<file path="src/rtl/hour_disp_pkg.sv">
// Shared constants and types for the hour display back-end.
package hour_disp_pkg;

  // Active-high 7-segment codes, bit0 = a ... bit6 = g.
  localparam logic [6:0] SEG_0     = 7'h3F;
  localparam logic [6:0] SEG_1     = 7'h06;
  localparam logic [6:0] SEG_2     = 7'h5B;
  localparam logic [6:0] SEG_3     = 7'h4F;
  localparam logic [6:0] SEG_4     = 7'h66;
  localparam logic [6:0] SEG_5     = 7'h6D;
  localparam logic [6:0] SEG_6     = 7'h7D;
  localparam logic [6:0] SEG_7     = 7'h07;
  localparam logic [6:0] SEG_8     = 7'h7F;
  localparam logic [6:0] SEG_9     = 7'h6F;
  localparam logic [6:0] SEG_BLANK = 7'h00;

  // Largest legal hour count from the upstream mod-12 counter.
  localparam logic [3:0] HOUR_MAX = 4'd11;

  // One-hot digit enables driven onto the board.
  localparam logic [1:0] DIG_ONES = 2'b01;
  localparam logic [1:0] DIG_TENS = 2'b10;

  // Which digit the scanner is currently driving.
  typedef enum logic {
    DIGIT_ONES = 1'b0,
    DIGIT_TENS = 1'b1
  } digit_e;

endpackage

</file>
<file path="src/rtl/hour_disp_mux_seg7_enc.sv">
// Combinational BCD to 7-segment encoder; non-decimal inputs show blank.
module seg7_enc
  import hour_disp_pkg::*;
(
  input  logic [3:0] bcd,
  output logic [6:0] seg
);

  // Decode one BCD digit to its segment pattern.
  always_comb begin
    // NOTE: every output of an always_comb gets a value on every path, here via the default arm, so no latch is inferred.
    case (bcd)
      4'd0:    seg = SEG_0;
      4'd1:    seg = SEG_1;
      4'd2:    seg = SEG_2;
      4'd3:    seg = SEG_3;
      4'd4:    seg = SEG_4;
      4'd5:    seg = SEG_5;
      4'd6:    seg = SEG_6;
      4'd7:    seg = SEG_7;
      4'd8:    seg = SEG_8;
      4'd9:    seg = SEG_9;
      default: seg = SEG_BLANK;
    endcase
  end

endmodule

</file>
<file path="src/rtl/hour_disp_mux.sv">
// Hour display back-end: samples the mod-12 hour count, tracks AM/PM on the
// natural 11->0 wrap, and scans two active-high 7-segment digits.
// Optional feature: define HOUR_DISP_PM_DOT_EN to light the ones-digit
// decimal point while in the PM half of the day.
module hour_disp_mux
  import hour_disp_pkg::*;
#(
  parameter int unsigned SCAN_DIV = 1000,
  parameter bit          PM_RESET = 1'b0
) (
  input  logic       clk,
  input  logic       rst_n,
  input  logic [3:0] hour_in,
  input  logic       load_in,
  output logic [6:0] seg,
  output logic       dp,
  output logic [1:0] dig_sel,
  output logic       pm,
  output logic       hour_err
);

  localparam int unsigned CNT_W = (SCAN_DIV > 2) ? $clog2(SCAN_DIV) : 1;
  localparam logic [CNT_W-1:0] CNT_LAST = CNT_W'(SCAN_DIV - 1);

  logic [3:0]       hour_q;
  logic [CNT_W-1:0] scan_cnt;
  digit_e           digit;

  logic             hour_ok;
  logic             wrap;
  logic             scan_last;
  logic [3:0]       disp;
  logic             tens;
  logic [3:0]       ones;
  logic [6:0]       ones_code;
  logic [6:0]       seg_next;

  assign hour_ok   = (hour_in <= HOUR_MAX);
  // A forced load of 0 after 11 is not the passage of noon/midnight.
  assign wrap      = (hour_q == HOUR_MAX) && (hour_in == 4'd0) && !load_in;
  assign scan_last = (scan_cnt == CNT_LAST);

  // Map the stored count to 12-hour form and split into digits.
  always_comb begin
    disp = (hour_q == 4'd0) ? 4'd12 : hour_q;
    tens = (disp >= 4'd10);
    ones = tens ? (disp - 4'd10) : disp;
  end

  seg7_enc u_ones_enc (
    .bcd (ones),
    .seg (ones_code)
  );

  // Select the pattern for whichever digit the scanner points at; tens is 1 or blank.
  always_comb begin
    seg_next = SEG_BLANK;
    if (digit == DIGIT_ONES) begin
      seg_next = ones_code;
    end else if (tens) begin
      seg_next = SEG_1;
    end
  end

  // Sample the hour count, flag illegal values and toggle AM/PM on a true wrap.
  always_ff @(posedge clk or negedge rst_n) begin
    if (!rst_n) begin
      hour_q   <= 4'd0;
      hour_err <= 1'b0;
      pm       <= PM_RESET;
    end else begin
      // NOTE: state is updated with non-blocking assignments so every register sees pre-edge values of the others.
      hour_err <= !hour_ok;
      if (hour_ok) begin
        hour_q <= hour_in;
      end
      if (wrap) begin
        pm <= !pm;
      end
    end
  end

  // Scan counter: stay on each digit for SCAN_DIV cycles, then flip.
  always_ff @(posedge clk or negedge rst_n) begin
    if (!rst_n) begin
      scan_cnt <= '0;
      digit    <= DIGIT_ONES;
    end else if (scan_last) begin
      scan_cnt <= '0;
      digit    <= (digit == DIGIT_ONES) ? DIGIT_TENS : DIGIT_ONES;
    end else begin
      scan_cnt <= scan_cnt + 1'b1;
    end
  end

  // Register segments and digit enable together so they never disagree for a cycle.
  always_ff @(posedge clk or negedge rst_n) begin
    if (!rst_n) begin
      seg     <= SEG_BLANK;
      dig_sel <= DIG_ONES;
    end else begin
      seg     <= seg_next;
      dig_sel <= (digit == DIGIT_ONES) ? DIG_ONES : DIG_TENS;
    end
  end

`ifdef HOUR_DISP_PM_DOT_EN
  // PM indicator on the ones-digit decimal point, registered alongside seg.
  always_ff @(posedge clk or negedge rst_n) begin
    if (!rst_n) begin
      dp <= 1'b0;
    end else begin
      dp <= pm && (digit == DIGIT_ONES);
    end
  end
`else
  assign dp = 1'b0;
`endif

endmodule

</file>
<file path="config.mk">
export PLATFORM = sky130hd
export DESIGN_NAME = hour_disp_mux
export DESIGN_NICKNAME = d
export VERILOG_FILES = /design/src/rtl/hour_disp_pkg.sv /design/src/rtl/hour_disp_mux_seg7_enc.sv /design/src/rtl/hour_disp_mux.sv
export SDC_FILE = /design/constraint.sdc
export NUM_CORES = 1
export LEC_CHECK = 0
export BUFFER_PORTS_ARGS = -buffer_cell sky130_fd_sc_hd__buf_2
export CAP_MARGIN = 20
export CELL_PAD_IN_SITES_DETAIL_PLACEMENT = 1
export CELL_PAD_IN_SITES_GLOBAL_PLACEMENT = 1
export CORE_MARGIN = 2
export CORE_UTILIZATION = 43
export DETAILED_ROUTE_END_ITERATION = 8
export GPL_ROUTABILITY_DRIVEN = 1
export PLACE_DENSITY = 0.85
export SETUP_SLACK_MARGIN = 0.3
export SYNTH_ARGS = -nofsm -noshare
export SYNTH_HDL_FRONTEND = slang
export SYNTH_SLANG_ARGS = --single-unit
</file>
<file path="constraint.sdc">
create_clock -name clk -period 2.4 [get_ports clk]
set_input_delay 0.36 -clock clk [delete_from_list [all_inputs] [get_ports clk]]
set_output_delay 0.36 -clock clk [all_outputs]
set_load 0.01 [all_outputs]
</file>
Yosys cells after proc, flatten, opt, wreduce, memory -nomap -nowiden
Memory sizes are Yosys's and may differ from the RTL's.
Cells that the tools add are included.

operators by class
  add/sub/neg operators = 2
  $lt $le $gt $ge = 2
  equality and inequality tests = 2
  mux-type cells = 7
  reductions and logical operators = 7

operators with widths
  operator                 number
  $add A10 B1 Y10 const B  1
  $eq A10 B10 Y1 const B   1
  $mux W10                 1
  $logic_not A4 Y1         2
  $mux W4                  2
  $mux W7                  1
  $eq A4 B4 Y1 const B     1
  $ge A4 B4 Y1 const B     1
  $le A4 B4 Y1 const B     1
  $sub A4 B4 Y4 const B    1
  $logic_not A1 Y1         3
  $mux W3                  1
  $logic_and A1 B1 Y1      2
  $mux W2                  1
  $mux W1                  1

word-level totals
  register bits after elaboration = 26
  ROM bits = 112
  bits of input ports = 7
  output and inout port bits = 12
  logic and storage cells = 28
  memories = 1

memories
  memory            words  bits a word  rd ports  clocked after memory_dff  write ports  line                          RTL
  (name not given)  16     7            1         0                         0            hour_disp_mux_seg7_enc.sv:12  case (bcd)

Logic depth before layout (Yosys ltp)
An unclocked memory read counts as a cell.

  depth in word-level cells = 6
  mapped depth = 9
  mapped depth without buffers = 8

Cells and area by module
Synthesis repeated with hierarchy kept, for this count alone.

unflattened totals
  cells, all modules = 123
  area, all modules = 1292.5 µm²

by module, submodules not included
  module         times used  cells an instance  area an instance (µm²)  sequential area each (µm²)
  hour_disp_mux  1           95                 1072.3                  651.9
  seg7_enc       1           28                 220.2                   0.0

Worst setup path before layout
No wires, ideal clock.

  path type = reg-to-reg
  start = reg hour_q[3]
  end = reg seg[4]
  setup time = 110 ps
  arrival time = 1878 ps
  required time = 2290 ps
  slack = 412 ps
  cell stages (with the launch flop) = 9
  path buffers = 1
  clock period less this slack = 1988 ps
  cell sequence = dfrtp_1 > buf_4 > inv_1 > a31oi_1 > ha_1 > nor2_1 > a22o_1 > a221o_1 > o41ai_1

between the ends
  cells in the longest elaborated chain, start to end = 6
  elaborated cells on any way between the ends = 7
  those cells by class = 1 x add/sub; 1 x order compare; 3 x mux; 1 x reduce/logical; 1 x memory

RTL lines
  element                                        line                                      RTL
  start, declared                                hour_disp_mux.sv:25                       logic [3:0] hour_q;
  start signal, assigned                         hour_disp_mux.sv:75                       hour_q <= hour_in;
  $logic_not A4 Y1                               hour_disp_mux.sv:45                       disp = (hour_q == 4'd0) ? 4'd12 : hour_q;
  $mux W4 *                                      hour_disp_mux.sv:45
  $sub A4 B4 Y4 or $ge A4 B4 Y1 (tied branches)  hour_disp_mux.sv:47, hour_disp_mux.sv:46
  $mux W4 *                                      hour_disp_mux.sv:47                       ones = tens ? (disp - 4'd10) : disp;
  $mem_v2 Z16 W7 *                               n/a
  $mux W7 *                                      hour_disp_mux.sv:58                       if (digit == DIGIT_ONES) begin
  net seg_next[4]                                hour_disp_mux.sv:36                       logic [6:0] seg_next;
  end signal, assigned                           hour_disp_mux.sv:102                      seg <= seg_next;
  end, declared                                  hour_disp_mux.sv:15                       output logic [6:0] seg,

Mark *: on every way through the listed nets, which the timed path passes. The rest lies on a longest branch.
A chain may end at the register's enable or synchronous reset.

Worst setup path in the final report
  start = reg hour_q[0]
  end = reg seg[5]

Same word-level chain as after synthesis.

==> reports/metrics.cfg <==
[placement]
dp.cells=198
place_congestion=0.814
dp_hpwl_um=2390
dp_slack_ns=0.0603
port-buffer-count=17

[die]
die_w_um=60.4
die_h_um=60.4
coreArea_um2=3050
dieArea_um2=3650
ios=19
num_rows=20
start_util_pct=44.9

[cts]
cts_sinks=26
h-tree-depth=1
cts-root-buf=clkbuf_4
cts_tree=yes
clk_latency_ns=0.33
clock_path_buffers=2
numCtsBuffers=3
clkTransAtPathRegs_ns=0.15
cts_hold_repair.buffers=0

[route]
routed_wl_um=3890
ant_nets=0
routedWlPerCell_um=17.9
drt_iter0_drc=37
vias=1185
drt-vias-per-instance=5.44
drc=0
drt_pass1_iterations=4

[sta]
tightestPinTransition_ns=0.622
final.min_clock_period_ns=2.07
rsz0062_at_grt=false
final.period_utilization_pct=86.4
finClkSkew_ns=0.00479
setup_slack_ns=0.327
slew_violations=0
setup_viol=0
fmax_ghz=0.482
hold_viol=0
relSlewSlack_pct=58.5
fin_tns_setup_ns=0

[worst_setup_path]
crit_chain=inv_4 -> a31oi_1 -> ha_2 -> nor3_1 -> o311ai_2 -> buf_4 -> nand2_1 -> a31oi_1
crit_path_max_fanout=6
worstSetupPathType=flip-flop to flip-flop
end_kind=flip-flop
start_kind=flip-flop
max_stage_delay_ns=0.47
startpoint=hour_q[0]
critPathSlowestCell=dfrtp_2
rr_worst_depth=8
reg2reg_to=seg[5]
reg2reg_from=hour_q[0]
r2r_slack_ns=0.33
crit_top_cell=a31oi_1
critPathRequiredTime_ns=2.66
crit_arrival_ns=2.34

[yosys]
syn-num-nets=154
synth-async-reset-ratio_pct=100
netlist_top_cells_count=dfrtp_1 (25), nand2_1 (13), inv_1 (10)
syn_area_per_cell_um2=9.79
syn_inst=140
yosys_most_used_dff=dfrtp_1
seq_area_frac_synth_pct=47.6
synth_cell_types=42
synth_area_leaders=dfrtp_1 (46%), ha_1 (6.4%), nand2_1 (3.6%)
synth_top_cell_by_area=dfrtp_1
ys_ff_latch=26
yosysMostFrequentCell=dfrtp_1
synthDominantCellAreaShare_pct=45.7
synth_edf_count=0
synth_area_um2=1370
yosysWarnings=0

[power]
powerDensity_nw_per_um2=592
power_frac_comb_pct=28.6
power_w=0.00100
ir_drop_v=0.000269
power.switching_w=0.000310
power.share.clock_pct=22.9
seq_power_share_pct=48.6
internal-power_w=0.000695
swShare_pct=30.8
power_leakage_nw=0.794

[grt]
grt_pass1_vias=1197
gr-total-overflow=0
grt_pass1_wl_um=5590
grt_max_degree=27
globalRouteTotalUtil_pct=20.9
antenna_found_initial=0

[cells_and_area]
area_delta_synth_final_pct=23.9
n_antenna_cell=0
fill_cells=358
layout.area.seq_um2=654
multi_input_area_um2=673
drive_gt1_share_pct=33.3
fin_cells=218
nets=189

[run_status]
status=complete, no violations

[hold_path]
hp-class=input port to asynchronous set/reset pin

[flow_run]
cap_violations=0

## per-layer routing
layer / up-vias / track usage [%] / routed length, um
li1: 549 / - / -
met1: 597 / 23.5 / 1460
met2: 29 / 40.2 / 2240
met3: 10 / 2.56 / 99
met4: 0 / 7.45 / 99
met5: - / 0 / 0
## power by group through the flow
| stage | Sequential, W | Combinational (W) | Clock, W |
|---|---|---|---|
| floorplan | 0.000510 | 0.000121 | 0 |
| global placement | 0.000495 | 0.000204 | 0 |
| detailed placement | 0.000498 | 0.000212 | 0 |
| CTS | 0.000486 | 0.000241 | 0.000228 |
| global route | 0.000492 | 0.000309 | 0.000249 |
| finish | 0.000488 | 0.000287 | 0.000230 |
## state kept, by name (all words and copies together), names as in the netlist
name / count
dig_sel: 2
digit: 1
hour_err: 1
hour_q: 4
pm: 1
scan_cnt: 10
seg: 7
## timing repair
action,CTS,global route
setup buffers,6,10
pin swaps,2,5
gates resized for setup,7,7
setup endpoints to repair,5,6
## layout make-up
cell class                 count  share of cell area (%)
clock buffer                   4                    2.14
tap                           44                    3.24
sequential                    26                    38.5
timing repair buffer          36                    13.9
inverter                      11                    2.58
multi-input combinational     97                    39.6
## cell families (layout without fill, tap and decap cells)
logic type,Yosys count,in the layout,share of synthesized area [%]
simple gates,47,47,17.4
compound gates,34,34,17.5
flops,26,26,47.6
buf+inv,17,51,5.48
fa+ha+maj,7,7,6.39
xor+xnor,7,7,4.47
other cells,1,1,0.274
mux,1,1,0.822
## through the flow
step	utilization (%)	hold slack, ns	area (um^2)
CTS	52.5	0.0286	1600
floorplan	-	0.0644	1370
detailed placement	49.1	0.390	1500
global route	55.6	0.0285	1700
global placement	49.1	0.380	1500
finish	55.6	0.00903	1700
## critical path: cells and delay by family, from the launching register on
kind            cells  cell delay [ns]
buf+inv             2             0.29
simple gates        2             0.13
flops               1             0.47
compound gates      3             0.71
fa+ha+maj           1             0.39
## cells in the final DEF, fill, tap and decap left out, types with 5 or more instances in the layout
cell	instances
nand2_1	13
o21ai_0	5
buf_4	17
a21oi_1	9
inv_1	7
nand3_1	5
nor2_1	9
dfrtp_1	23
buf_2	17
ha_1	5
## worst max path at each step
| stage | end | slack, ns |
|---|---|---|
| floorplan | seg[4] | 0.41 |
| global placement | seg[4] | 0.15 |
| detailed placement | seg[4] | 0.06 |
| CTS | seg[4] | 0.35 |
| global route | seg[4] | 0.25 |
| finish | seg[5] | 0.33 |
Power figures use the tool's default switching activity.
